$ cat src/rtl/vga_timing_recover_if.sv
// VGA pixel stream bundle shared between timing generator, draw stages and
// sinks. Counters travel alongside the blanking flags, but sinks that must
// not trust them only look at the flags.
interface vga_if;
    logic [10:0] hcount;
    logic [10:0] vcount;
    logic        hsync;
    logic        vsync;
    logic        hblnk;
    logic        vblnk;
    logic [11:0] rgb;

    modport in  (input  hcount, vcount, hsync, vsync, hblnk, vblnk, rgb);
    modport out (output hcount, vcount, hsync, vsync, hblnk, vblnk, rgb);
endinterface

$ cat src/rtl/vga_timing_recover.sv
// Stream checker and coordinate recovery for a VGA pixel stream.
// Pixel coordinates are rebuilt purely from blanking-flag falling edges;
// line and frame lengths are measured against the expected totals, lock
// is declared after a run of clean frames, and timing faults seen while
// locked are counted.
module vga_timing_recover #(
    parameter int H_TOTAL     = 1344,
    parameter int V_TOTAL     = 806,
    parameter int LOCK_FRAMES = 2
) (
    input  logic        clk,
    input  logic        rst,
    vga_if.in           in,
    output logic [10:0] x,
    output logic [10:0] y,
    output logic        de,
    output logic [11:0] rgb_out,
    output logic        hsync_out,
    output logic        vsync_out,
    output logic        frame_start,
    output logic        locked,
    output logic [10:0] h_total_meas,
    output logic [10:0] v_total_meas,
    output logic [7:0]  err_count
);

    localparam logic [10:0] H_LAST  = 11'(H_TOTAL - 1);
    localparam logic [10:0] V_LAST  = 11'(V_TOTAL - 1);
    localparam logic [10:0] CNT_MAX = 11'h7FF;
    localparam logic [7:0]  LOCK_N  = 8'(LOCK_FRAMES);
    localparam logic [7:0]  ERR_MAX = 8'hFF;

    typedef enum logic [1:0] {
        SEARCH,
        MEASURE,
        LOCKED
    } state_t;

    state_t      state_q, state_d;
    logic        hb_q, hb_d;
    logic        vb_q, vb_d;
    logic [10:0] h_cnt_q, h_cnt_d;
    logic [10:0] v_cnt_q, v_cnt_d;
    logic [7:0]  good_q, good_d;
    logic        h_seen_q, h_seen_d;
    logic        frame_bad_q, frame_bad_d;
    logic        de_q, de_d;
    logic [11:0] rgb_q, rgb_d;
    logic        hsync_q, hsync_d;
    logic        vsync_q, vsync_d;
    logic        frame_start_q, frame_start_d;
    logic        locked_q, locked_d;
    logic [10:0] h_meas_q, h_meas_d;
    logic [10:0] v_meas_q, v_meas_d;
    logic [7:0]  err_q, err_d;

    logic        line_start;
    logic        frame_edge;
    logic        line_err;
    logic        frame_err;
    logic        timeout_err;
    logic        frame_clean;
    logic [7:0]  good_inc;

    // Upstream counters are deliberately ignored; fold them into a sink net.
    logic unused_counts;
    assign unused_counts = ^{in.hcount, in.vcount};

    // Edge detection, counters, measurements, error detection and lock FSM.
    always_comb begin
        line_start  = hb_q && !in.hblnk;
        frame_edge  = vb_q && !in.vblnk;
        line_err    = line_start && h_seen_q && (h_cnt_q != H_LAST);
        frame_err   = frame_edge && (v_cnt_q != V_LAST) && (state_q != SEARCH);
        timeout_err = (h_cnt_q == CNT_MAX) && (state_q == LOCKED);
        frame_clean = !frame_err && !frame_bad_q && !line_err;
        good_inc    = good_q + 8'd1;

        state_d       = state_q;
        good_d        = good_q;
        err_d         = err_q;
        h_meas_d      = h_meas_q;
        v_meas_d      = v_meas_q;
        h_seen_d      = h_seen_q;
        frame_bad_d   = frame_bad_q;

        hb_d          = in.hblnk;
        vb_d          = in.vblnk;
        de_d          = !in.hblnk && !in.vblnk;
        rgb_d         = in.rgb;
        hsync_d       = in.hsync;
        vsync_d       = in.vsync;
        frame_start_d = frame_edge;

        if (line_start) begin
            h_cnt_d = 11'd0;
        end else if (h_cnt_q == CNT_MAX) begin
            h_cnt_d = CNT_MAX;
        end else begin
            h_cnt_d = h_cnt_q + 11'd1;
        end

        if (frame_edge) begin
            v_cnt_d = 11'd0;
        end else if (line_start) begin
            v_cnt_d = (v_cnt_q == CNT_MAX) ? CNT_MAX : v_cnt_q + 11'd1;
        end else begin
            v_cnt_d = v_cnt_q;
        end

        if (line_start && h_seen_q) begin
            h_meas_d = h_cnt_q + 11'd1;
        end
        if (line_start) begin
            h_seen_d = 1'b1;
        end

        if (frame_edge) begin
            v_meas_d = v_cnt_q + 11'd1;
        end

        if (frame_edge) begin
            frame_bad_d = 1'b0;
        end else if (line_err) begin
            frame_bad_d = 1'b1;
        end

        case (state_q)
            SEARCH: begin
                if (frame_edge) begin
                    state_d = MEASURE;
                    good_d  = 8'd0;
                end
            end
            MEASURE: begin
                if (frame_edge) begin
                    if (frame_clean) begin
                        good_d = good_inc;
                        if (good_inc >= LOCK_N) begin
                            state_d = LOCKED;
                        end
                    end else begin
                        good_d = 8'd0;
                    end
                end
            end
            LOCKED: begin
                if (line_err || frame_err || timeout_err) begin
                    err_d    = (err_q == ERR_MAX) ? ERR_MAX : err_q + 8'd1;
                    state_d  = SEARCH;
                    good_d   = 8'd0;
                    h_seen_d = 1'b0;
                end
            end
            default: begin
                state_d = SEARCH;
            end
        endcase

        locked_d = (state_d == LOCKED);
    end

    // State register bank; synchronous reset returns everything to idle.
    always_ff @(posedge clk) begin
        if (rst) begin
            state_q       <= SEARCH;
            hb_q          <= 1'b0;
            vb_q          <= 1'b0;
            h_cnt_q       <= 11'd0;
            v_cnt_q       <= 11'd0;
            good_q        <= 8'd0;
            h_seen_q      <= 1'b0;
            frame_bad_q   <= 1'b0;
            de_q          <= 1'b0;
            rgb_q         <= 12'd0;
            hsync_q       <= 1'b0;
            vsync_q       <= 1'b0;
            frame_start_q <= 1'b0;
            locked_q      <= 1'b0;
            h_meas_q      <= 11'd0;
            v_meas_q      <= 11'd0;
            err_q         <= 8'd0;
        end else begin
            state_q       <= state_d;
            hb_q          <= hb_d;
            vb_q          <= vb_d;
            h_cnt_q       <= h_cnt_d;
            v_cnt_q       <= v_cnt_d;
            good_q        <= good_d;
            h_seen_q      <= h_seen_d;
            frame_bad_q   <= frame_bad_d;
            de_q          <= de_d;
            rgb_q         <= rgb_d;
            hsync_q       <= hsync_d;
            vsync_q       <= vsync_d;
            frame_start_q <= frame_start_d;
            locked_q      <= locked_d;
            h_meas_q      <= h_meas_d;
            v_meas_q      <= v_meas_d;
            err_q         <= err_d;
        end
    end

    assign x            = h_cnt_q;
    assign y            = v_cnt_q;
    assign de           = de_q;
    assign rgb_out      = rgb_q;
    assign hsync_out    = hsync_q;
    assign vsync_out    = vsync_q;
    assign frame_start  = frame_start_q;
    assign locked       = locked_q;
    assign h_total_meas = h_meas_q;
    assign v_total_meas = v_meas_q;
    assign err_count    = err_q;

endmodule

$ cat src/flat_wrapper.sv
// flat-port wrapper written by rule: the top's interface ports become plain ports
module vga_timing_recover_flat 
#(
    parameter int H_TOTAL     = 1344,
    parameter int V_TOTAL     = 806,
    parameter int LOCK_FRAMES = 2
)
  (clk, rst, x, y, de, rgb_out, hsync_out, vsync_out, frame_start, locked, h_total_meas, v_total_meas, err_count, in_hcount, in_vcount, in_hsync, in_vsync, in_hblnk, in_vblnk, in_rgb);
  vga_if in_i ();
  input  logic clk;
  input  logic rst;
  output logic [10:0] x;
  output logic [10:0] y;
  output logic de;
  output logic [11:0] rgb_out;
  output logic hsync_out;
  output logic vsync_out;
  output logic frame_start;
  output logic locked;
  output logic [10:0] h_total_meas;
  output logic [10:0] v_total_meas;
  output logic [7:0] err_count;
  input wire logic [$bits(in_i.hcount)-1:0] in_hcount;
  input wire logic [$bits(in_i.vcount)-1:0] in_vcount;
  input wire logic [$bits(in_i.hsync)-1:0] in_hsync;
  input wire logic [$bits(in_i.vsync)-1:0] in_vsync;
  input wire logic [$bits(in_i.hblnk)-1:0] in_hblnk;
  input wire logic [$bits(in_i.vblnk)-1:0] in_vblnk;
  input wire logic [$bits(in_i.rgb)-1:0] in_rgb;
  assign in_i.hcount = in_hcount;
  assign in_i.vcount = in_vcount;
  assign in_i.hsync = in_hsync;
  assign in_i.vsync = in_vsync;
  assign in_i.hblnk = in_hblnk;
  assign in_i.vblnk = in_vblnk;
  assign in_i.rgb = in_rgb;
  vga_timing_recover #(.H_TOTAL(H_TOTAL), .V_TOTAL(V_TOTAL), .LOCK_FRAMES(LOCK_FRAMES)) u_core (.clk(clk), .rst(rst), .in(in_i), .x(x), .y(y), .de(de), .rgb_out(rgb_out), .hsync_out(hsync_out), .vsync_out(vsync_out), .frame_start(frame_start), .locked(locked), .h_total_meas(h_total_meas), .v_total_meas(v_total_meas), .err_count(err_count));
endmodule
$ cat config.mk
export PLATFORM = sky130hd
export DESIGN_NAME = vga_timing_recover_flat
export DESIGN_NICKNAME = d
export VERILOG_FILES = /design/src/rtl/vga_timing_recover_if.sv /design/src/rtl/vga_timing_recover.sv /design/src/flat_wrapper.sv
export SDC_FILE = /design/constraint.sdc
export NUM_CORES = 1
export LEC_CHECK = 0
export CAP_MARGIN = 30
export CELL_PAD_IN_SITES_DETAIL_PLACEMENT = 1
export CELL_PAD_IN_SITES_GLOBAL_PLACEMENT = 1
export CORE_ASPECT_RATIO = 0.75
export CORE_MARGIN = 5
export CORE_UTILIZATION = 25
export DETAILED_ROUTE_END_ITERATION = 8
export MAX_ROUTING_LAYER = met4
export PLACE_DENSITY_LB_ADDON = 0.1
export SLEW_MARGIN = 20
export SYNTH_ARGS = -nofsm -noshare
export SYNTH_HDL_FRONTEND = slang
export SYNTH_SLANG_ARGS = --single-unit
$ cat constraint.sdc
create_clock -name clk -period 3.25 [get_ports clk]
set_input_delay 0.65 -clock clk [delete_from_list [all_inputs] [get_ports clk]]
set_output_delay 0.65 -clock clk [all_outputs]
set_load 0.005 [all_outputs]
Word-level counts from Yosys, hierarchy flattened --
Index checks and enable logic that the tools add are counted.
Storage, ports and cells: bits in registers 83, input bits 40, output and inout port bits 69, word-level logic and storage cells 74
Operators by class: add/sub/neg operators 4, $lt $le $gt $ge 1, equality and inequality tests 11, mux-type cells 17, reduce and logical (&&, ||, !) cells 24
Operators by type and width (number):
- $mux 8 | 5
- $pmux 8 s3 | 1
- $add 11x1->11 const B | 2
- $eq 11x11->1 const B | 2
- $mux 11 | 2
- $add 8x1->8 const B | 2
- $ne 11x10->1 const B | 1
- $ne 11x11->1 const B | 1
- $logic_and 1x1->1 | 10
- $mux 2 | 5
- $eq 8x8->1 const B | 1
- $ge 8x2->1 const B | 1
- $pmux 2 s3 | 1
- $logic_not 1->1 | 5
- $eq 2x2->1 const B | 2
- $ne 2x1->1 const B | 2
- $reduce_and 4->1 | 1
- $reduce_or 2->1 | 2
- $mux 1 | 3
- $reduce_bool 3->1 | 1
- $eq 2x1->1 const B | 1
- $logic_not 2->1 | 1
- $logic_or 1x1->1 | 2
- $ne 2x2->1 const B | 1
- 2 further kinds | 2

Longest topological paths before layout --
Gate-level depths: netlist of run 1.
depth in word-level cells 11, mapped depth 8, gate-level depth less buffers 7

Least setup slack after synthesis of run 1 --
OpenSTA, ideal clock, no wires.
path type register to register, start register u_core.v_cnt_q[3], in the netlist u_core.y[3], end register u_core.good_q[6], setup time 0.079 ns, data arrival time 2.256 ns, required time 3.171 ns, path slack 0.915 ns, stages on the path, launching flop included 8, path buffers 2, clock period less this slack 2.335 ns, cell sequence dfxtp_1 > buf_6 > or4b_4 > or3_4 > o2bb2ai_4 > or4_4 > buf_6 > o211ai_1
On the way: longest elaborated chain between the ends 9, elaborated cells on any way between the ends 13, classes of those cells 2 x eq/ne; 3 x mux; 8 x reduce/logical
RTL lines:
- start: declaration | line vga_timing_recover.sv:43 | logic [10:0] v_cnt_q, v_cnt_d;
- start signal: assignment | line vga_timing_recover.sv:188 | v_cnt_q <= v_cnt_d;
- $ne 11x10->1 * | line vga_timing_recover.sv:74 | frame_err = frame_edge && (v_cnt_q != V_LAST) && (state_q != SEARCH);
- $logic_and 1x1->1 * (2 in a row) | line vga_timing_recover.sv:74
- $logic_not 1->1 | line vga_timing_recover.sv:76 | frame_clean = !frame_err && !frame_bad_q && !line_err;
- $logic_and 1x1->1 (2 in a row) | line vga_timing_recover.sv:76
- $mux 8 | line vga_timing_recover.sv:137 | if (frame_clean) begin
- $mux 8 | line vga_timing_recover.sv:136 | if (frame_edge) begin
- $pmux 8 s3 | line vga_timing_recover.sv:128 | case (state_q)
- end signal: assignment | line vga_timing_recover.sv:189 | good_q <= good_d;
- end: declaration | line vga_timing_recover.sv:44 | logic [7:0] good_q, good_d;
Mark *: on every way between the ends. The rest lies on a longest branch, timed or not. The select of a mux whose other input is x is not followed. A chain may end at the register's enable or synchronous reset.

Final worst setup path of run 1 --
start register u_core.v_cnt_q[0], in the netlist u_core.y[0], end register u_core.v_cnt_q[5], in the netlist u_core.y[5]
On the way: longest elaborated chain between the ends 2, elaborated cells on any way between the ends 3, classes of those cells 1 x add/sub; 1 x eq/ne; 1 x mux
RTL lines:
- $add 11x1->11 or $eq 11x11->1 (tied branches) | line vga_timing_recover.sv:106 | v_cnt_d = (v_cnt_q == CNT_MAX) ? CNT_MAX : v_cnt_q + 11'd1;
- $mux 11 * | line vga_timing_recover.sv:106
Mark *: on every way between the ends. The rest lies on a longest branch, timed or not.

==> run_results.csv, run 1 <==
group,metric,value,unit
critical_path,critPathCaptureType,"flip-flop",
synthesis,postSynth.asyncResetShare,0,%
critical_path,cp.required,3.54,ns
synthesis,synth.top_cells.by_count,"dfxtp_1, nor2_1, a21oi_1",
placed_design,dp_hpwl,7720,um
synthesis,synthSimpleGateAreaFrac,21.53,%
timing,final_max_slew_viol_count,0,
cells_and_area,syn_to_final_growth,37.73,%
timing,hold_slack,0.4634,ns
synthesis,synth_compound_area_share,21.15,%
timing,rsz0062_at_grt,"false",
floorplanning,start_util,25.30,%
floorplanning,die_h,114.2,um
synthesis,synth_edf_count,0,
routing,ant_nets,0,
timing,fmax,0.4077,GHz
critical_path,critPathMaxStageDelay,0.59,ns
clocking,postCtsSetupBuffers,0,
global_routing,grt_pass1_wl,17320,um
placed_design,gp_routability_congestion,0.7480,
clocking,root_buffer,"clkbuf_16",
synthesis,syn-num-nets,441,
placed_design,placed_area,4698,um2
clocking,cts_tree,"built",
timing,setup_viol,0,
power_and_ir_drop,switching_share,22.33,%
synthesis,yosysTopAreaCellShare,45.89,%
routing,num_vias,3224,
clocking,cts_resized,0,
synthesis,synth_area,3621,um2
synthesis,synth.avg_cell_area,9.167,um2
routing,wirelength,10660,um
timing,max_slew_margin,45.71,%
power_and_ir_drop,pwr-share-comb,7.2,%
clocking,numCtsBuffers,9,
clocking,htree_levels,3,
cells_and_area,nets,524,
cells_and_area,design_area,4987,um2
power_and_ir_drop,power.internal,1.751,mW
clocking,clock_latency,0.34,ns
critical_path,crit_chain,"ha_1 -> nand3_1 -> nor4_1 -> a21oi_1 -> buf_4 -> a31oi_1 -> o21a_1",
min_path,hold_path.class,"reg2reg",
timing,period_share,75.48,%
floorplanning,die_w,149.0,um
timing,tns,0,ns
timing,tightest_slew,0.8126,ns
synthesis,ys.flop_type,"dfxtp_1",
critical_path,startpoint_type,"flip-flop",
global_routing,grt_max_degree,39,
synthesis,yosysUniqueCellTypes,50,
timing,hold_viol,0,
cells_and_area,drive_gt1_share,7.039,%
global_routing,grt_usage,13.28,%
clocking,hold_buffers,0,
synthesis,synth_fa_ha_area_share,2.073,%
routing,vias_per_cell,4.720,
floorplanning,die_area,17020,um2
placed_design,dpl.cell_count,667,
power_and_ir_drop,ir_worst_vdd,0.0002538,V
synthesis,yosys.area.top_type,"dfxtp_1",
synthesis,ys_ff_latch,83,
power_and_ir_drop,power,2.255,mW
routing,wl_per_cell,15.61,um
routing,drt-initial-drc-count,104,
power_and_ir_drop,cellPowerDensity,452.1,nW/um2
routing,first_pass_iters,4,
floorplanning,core,14310,um2
power_and_ir_drop,pwr-share-seq,47.2,%
power_and_ir_drop,p_clk_share,45.6,%
synthesis,synth_top_family_by_area,"simple AND/OR/NAND/NOR gates",
critical_path,critPathKind,"reg2reg",
placed_design,portBuffers,86,
synthesis,synth-seq-area-share,45.89,%
synthesis,yosysWarnings,0,
flow_run,max_cap_violations,0,
power_and_ir_drop,switchingPower,0.5034,mW
floorplanning,num_rows,38,
synthesis,synth_xor_area_share,5.079,%
synthesis,postSynthCellCount,395,
floorplanning,ios,109,
global_routing,antenna_found_initial,0,
power_and_ir_drop,leakage,1.706,nW
clocking,numClockSinks,83,
cells_and_area,fin_cells,683,
critical_path,cp_slowest_cell,"nor4_1",
cells_and_area,diodes,0,
global_routing,grt_remaining_overflow,0,
clocking,cts_buffer_depth,2,
synthesis,muxShareOfSynthArea,0,%
outcome,status,"complete, no violations",
synthesis,synth_area_leaders,"dfxtp_1, a211oi_1, nor2_1, xnor2_1, a21oi_1",
timing,period_minus_slack,2.453,ns
critical_path,path_max_fanout,9,
routing,drc,0,
critical_path,cp.arrival,2.75,ns
clocking,clk_pin_slew,0.06,ns
synthesis,yosysMostFrequentCell,"dfxtp_1",
timing,clock_skew,0.008253,ns
global_routing,grt_pass1_vias,3321,
## power by group through the flow
| stage | combinational, mW | sequential, mW | clock [mW] |
|---|---|---|---|
| 6_report | 0.163 | 1.06 | 1.03 |
| 5_1_grt | 0.181 | 1.07 | 1.11 |
| 4_1_cts | 0.167 | 1.06 | 1.07 |
| 3_5_place_dp | 0.167 | 1.09 | 0 |
| 3_3_place_gp | 0.165 | 1.09 | 0 |
| 2_1_floorplan | 0.0752 | 1.08 | 0 |
## registers in the layout (all words and copies together) (netlist names)
signal               cells
u_core.vsync_out         1
u_core.hb_q              1
u_core.de                1
u_core.h_total_meas     11
u_core.vb_q              1
u_core.good_q            8
u_core.h_seen_q          1
u_core.x                11
u_core.hsync_out         1
u_core.locked            1
u_core.y                11
u_core.v_total_meas     11
u_core.frame_bad_q       1
u_core.state_q           2
u_core.frame_start       1
u_core.rgb_out          12
u_core.err_count         8
## cell usage in the layout, fill, tap and decap left out, drive strengths merged, types with 11 or more instances in the layout
cell type      instances
a211oi                25
a21oi                 28
and3                  13
buf                   11
clkbuf                14
clkdlybuf4s50         85
dfxtp                 83
inv                   13
nand2                 14
nand3                 12
nor2                  43
nor2b                 21
xnor2                 18
## cells by family after synthesis
group / after synthesis
AOI/OAI and AO/OA: 105
xor gates and xnor gates: 21
adders and majority gates: 6
buffers and inverters: 37
DFF: 83
and+or+nand+nor: 143
## final timing paths
kind / start / end / slack (ns) / depth (start not counted)
setup / recovery: u_core.y[0] / u_core.y[5] / 0.80 / 7
hold reg to reg: u_core.h_total_meas[1] / u_core.h_total_meas[1] / 0.46 / 2
hold / removal: u_core.h_total_meas[1] / u_core.h_total_meas[1] / 0.46 / 2
setup reg to reg: u_core.y[0] / u_core.y[5] / 0.80 / 7
## area by class of cell
type	instances	area [um2]
clock buffer	14	254.0
clock inverter	2	35.03
fill	1639	9324
inverter	13	48.80
multi-input combinational	275	1807
sequential	83	1662
tap	200	250.2
timing repair buffer	96	930.9
## metal layers
metal | up-vias | wire length, um | track usage [%] | part of all wire [%]
met3 | 14 | 555 | 4.313 | 5.2
li1 | 1618 | - | - | -
met2 | 57 | 4467 | 18.89 | 42
met5 | - | 0 | - | 0
met1 | 1535 | 5465 | 17.57 | 51
met4 | 0 | 172 | 5.000 | 1.6
## critical path, delay by kind of cell, from the launching register on
kind                     cells  cell delay, ns
flip-flops                   1            0.49
AND/OR/NAND/NOR              2            0.75
AO/OA/AOI/OAI                3            0.60
buffers and inverters        1            0.24
adder cells (fa/ha/maj)      1            0.32
## through the flow
step / setup WS, ns / utilization, %
final: 0.7970 / 34.85
after global routing: 0.5093 / 34.85
after CTS: 0.7782 / 34.85
after detailed placement: 0.5877 / 32.83
after global placement: 0.6124 / 32.83
after floorplan: 0.9149 / -
Note: power is estimated with default switching activity, not from simulation.
==> run 2: changes to the inputs <==
==> constraint.sdc (replaced) <==
create_clock -name clk -period 2 [get_ports clk]
set_input_delay 0.4 -clock clk [delete_from_list [all_inputs] [get_ports clk]]
set_output_delay 0.4 -clock clk [all_outputs]
set_load 0.005 [all_outputs]
==> run_results.csv, run 2 (synthesis gave the netlist of run 1 again) <==
group,metric,value,unit
timing,tightest_slew,0.4763,ns
clocking,clock_latency,0.34,ns
floorplanning,die_h,114.2,um
routing,vias_per_cell,4.646,
floorplanning,die_w,149.0,um
floorplanning,start_util,25.30,%
timing,fin_ws,-0.1292,ns
global_routing,grt_usage,13.77,%
placed_design,portBuffers,86,
timing,setup_viol,8,
power_and_ir_drop,cellPowerDensity,673.1,nW/um2
cells_and_area,n_fill_cell,1620,
routing,wirelength,11220,um
clocking,clk_pin_slew,0.07,ns
timing,final_max_slew_viol_count,0,
floorplanning,ios,109,
global_routing,antenna_found_initial,1,
routing,drc,0,
critical_path,startpoint_type,"flip-flop",
critical_path,crit_chain,"or4b_4 -> or3_4 -> o2bb2ai_4 -> or4_4 -> o211ai_1",
routing,drt-initial-drc-count,113,
placed_design,gp_routability_congestion,0.7862,
flow_run,max_cap_violations,0,
clocking,numCtsBuffers,9,
critical_path,critPathKind,"reg2reg",
cells_and_area,regArea,1670,um2
cells_and_area,final_common_cell,"clkdlybuf4s50_1",
timing,clock_skew,0.007451,ns
global_routing,grt_pass1_wl,18400,um
cells_and_area,largest_reg_flops,12,
timing,period_share,106.5,%
critical_path,r2r_cells,5,
critical_path,critPathMaxStageDelay,0.55,ns
clocking,cts_tree,"built",
global_routing,grt_max_degree,29,
power_and_ir_drop,leakage,2.007,nW
min_path,hold_path.class,"in2reg",
cells_and_area,final_util,38.43,%
critical_path,path_max_fanout,7,
global_routing,grt_remaining_overflow,0,
cells_and_area,multi_input_area,1894,um2
timing,fmax,0.4697,GHz
clocking,root_buffer,"clkbuf_16",
timing,rsz0062_at_grt,"true",
critical_path,cp.required,2.26,ns
routing,wl_per_cell,15.23,um
placed_design,dp_hpwl,8403,um
routing,ant_nets,0,
critical_path,critPathCaptureType,"flip-flop",
power_and_ir_drop,ir_worst_vdd,0.0003246,V
clocking,cts_buffer_depth,2,
timing,period_minus_slack,2.129,ns
outcome,violations,"setup timing",
global_routing,grt_pass1_vias,3586,
placed_design,placed_area,5149,um2
cells_and_area,mostFrequentLayoutCells,"clkdlybuf4s50_1, dfxtp_1, buf_4, nor2_1, a21oi_1",
floorplanning,core,14310,um2
clocking,numClockSinks,83,
critical_path,cp.arrival,2.39,ns
routing,first_pass_iters,4,
timing,max_slew_margin,68.17,%
critical_path,cp_slowest_cell,"or4b_4",
min_path,hold_path_depth,3,
cells_and_area,nets,577,
floorplanning,die_area,17020,um2
clocking,htree_levels,3,
routing,num_vias,3424,
floorplanning,num_rows,38,
timing,hold_viol,0,
cells_and_area,drive_gt1_share,19.40,%
clocking,postCtsSetupBuffers,0,
cells_and_area,syn_to_final_growth,51.90,%
power_and_ir_drop,power,3.702,mW
cells_and_area,design_area,5500,um2
outcome,status,"complete, but fails checks",
-- run 2: cell types whose count changed in the layout (fill, tap and decap cells not counted), moves of 2 or more --
cell,delta
o311ai_2,+2
o31ai_1,-2
clkbuf_1,-3
o311ai_0,-7
buf_4,+52
o311ai_1,+5
clkinvlp_4,+2
dfxtp_4,+2
dfxtp_1,-3
-- run 2: cell type report --
type                            instances  area share [%]
Clock buffer                           10           4.163
Clock inverter                          6           1.160
Inverter                               13          0.8872
Sequential cell                        83           30.37
Multi-Input combinational cell        275           34.44
Timing Repair Buffer                  149           24.39
Tap cell                              200           4.550
Antenna cell                            1         0.04550
-- run 2: path summary, 6_finish.rpt --
kind | from | to | slack [ns]
max reg2reg | u_core.y[3] | u_core.good_q[7] | -0.13
max | u_core.y[3] | u_core.good_q[7] | -0.13
min reg2reg | u_core.frame_bad_q | u_core.frame_bad_q | 0.47
min | rst | u_core.state_q[0] | 0.38
-- run 2: what timing repair did --
action                                  in CTS  in global routing
pin swaps                                    2                  5
hold buffers                                 0                  0
gates resized for setup                     11                  6
endpoints found under the setup margin      16                 24
-- run 2: stage by stage --
step / setup TNS [ns] / worst slack, ns / instances / hold slack (ns)
after floorplan: -2.242 / -0.3296 / 395 / 0.4459
after global placement: -1.771 / -0.1776 / 720 / 0.4614
after detailed placement: -2.471 / -0.2202 / 720 / 0.4683
after CTS: -1.615 / -0.1387 / 736 / 0.3757
after global routing: -2.453 / -0.2197 / 737 / 0.3892
final: -0.7692 / -0.1292 / 737 / 0.3825
-- run 2: worst max-delay path, delay by kind of cell (launching register included) --
family             cells  cell delay (ns)
and+or+nand+nor        3             1.41
AOI/OAI and AO/OA      2             0.33
DFF                    1             0.32
-- run 2: per-layer routing --
layer | track usage, % | vias to the layer above | share of wire (%)
met4 | 3.293 | 0 | 0.88
met5 | - | - | 0
li1 | - | 1721 | -
met2 | 20.49 | 64 | 44
met3 | 3.997 | 7 | 4.5
met1 | 18.55 | 1632 | 51
-- run 2: where the power goes --
group | total [mW] | internal [mW] | switching [mW]
Combinational | 0.322 | 0.180 | 0.143
Clock | 1.67 | 0.968 | 0.697
Sequential | 1.71 | 1.69 | 0.0197
Total | 3.70 | 2.84 | 0.860
==> run 3: changes to the inputs <==
--- a/config.mk
+++ b/config.mk
@@ -11,6 +11,7 @@
 export CORE_ASPECT_RATIO = 0.75
 export CORE_MARGIN = 5
 export CORE_UTILIZATION = 25
+export CTS_CLUSTER_SIZE = 16
 export DETAILED_ROUTE_END_ITERATION = 8
 export MAX_ROUTING_LAYER = met4
 export PLACE_DENSITY_LB_ADDON = 0.1
==> results of run 3 <==
Same layout as run 2: the final DEF is identical, and so are final timing and power.
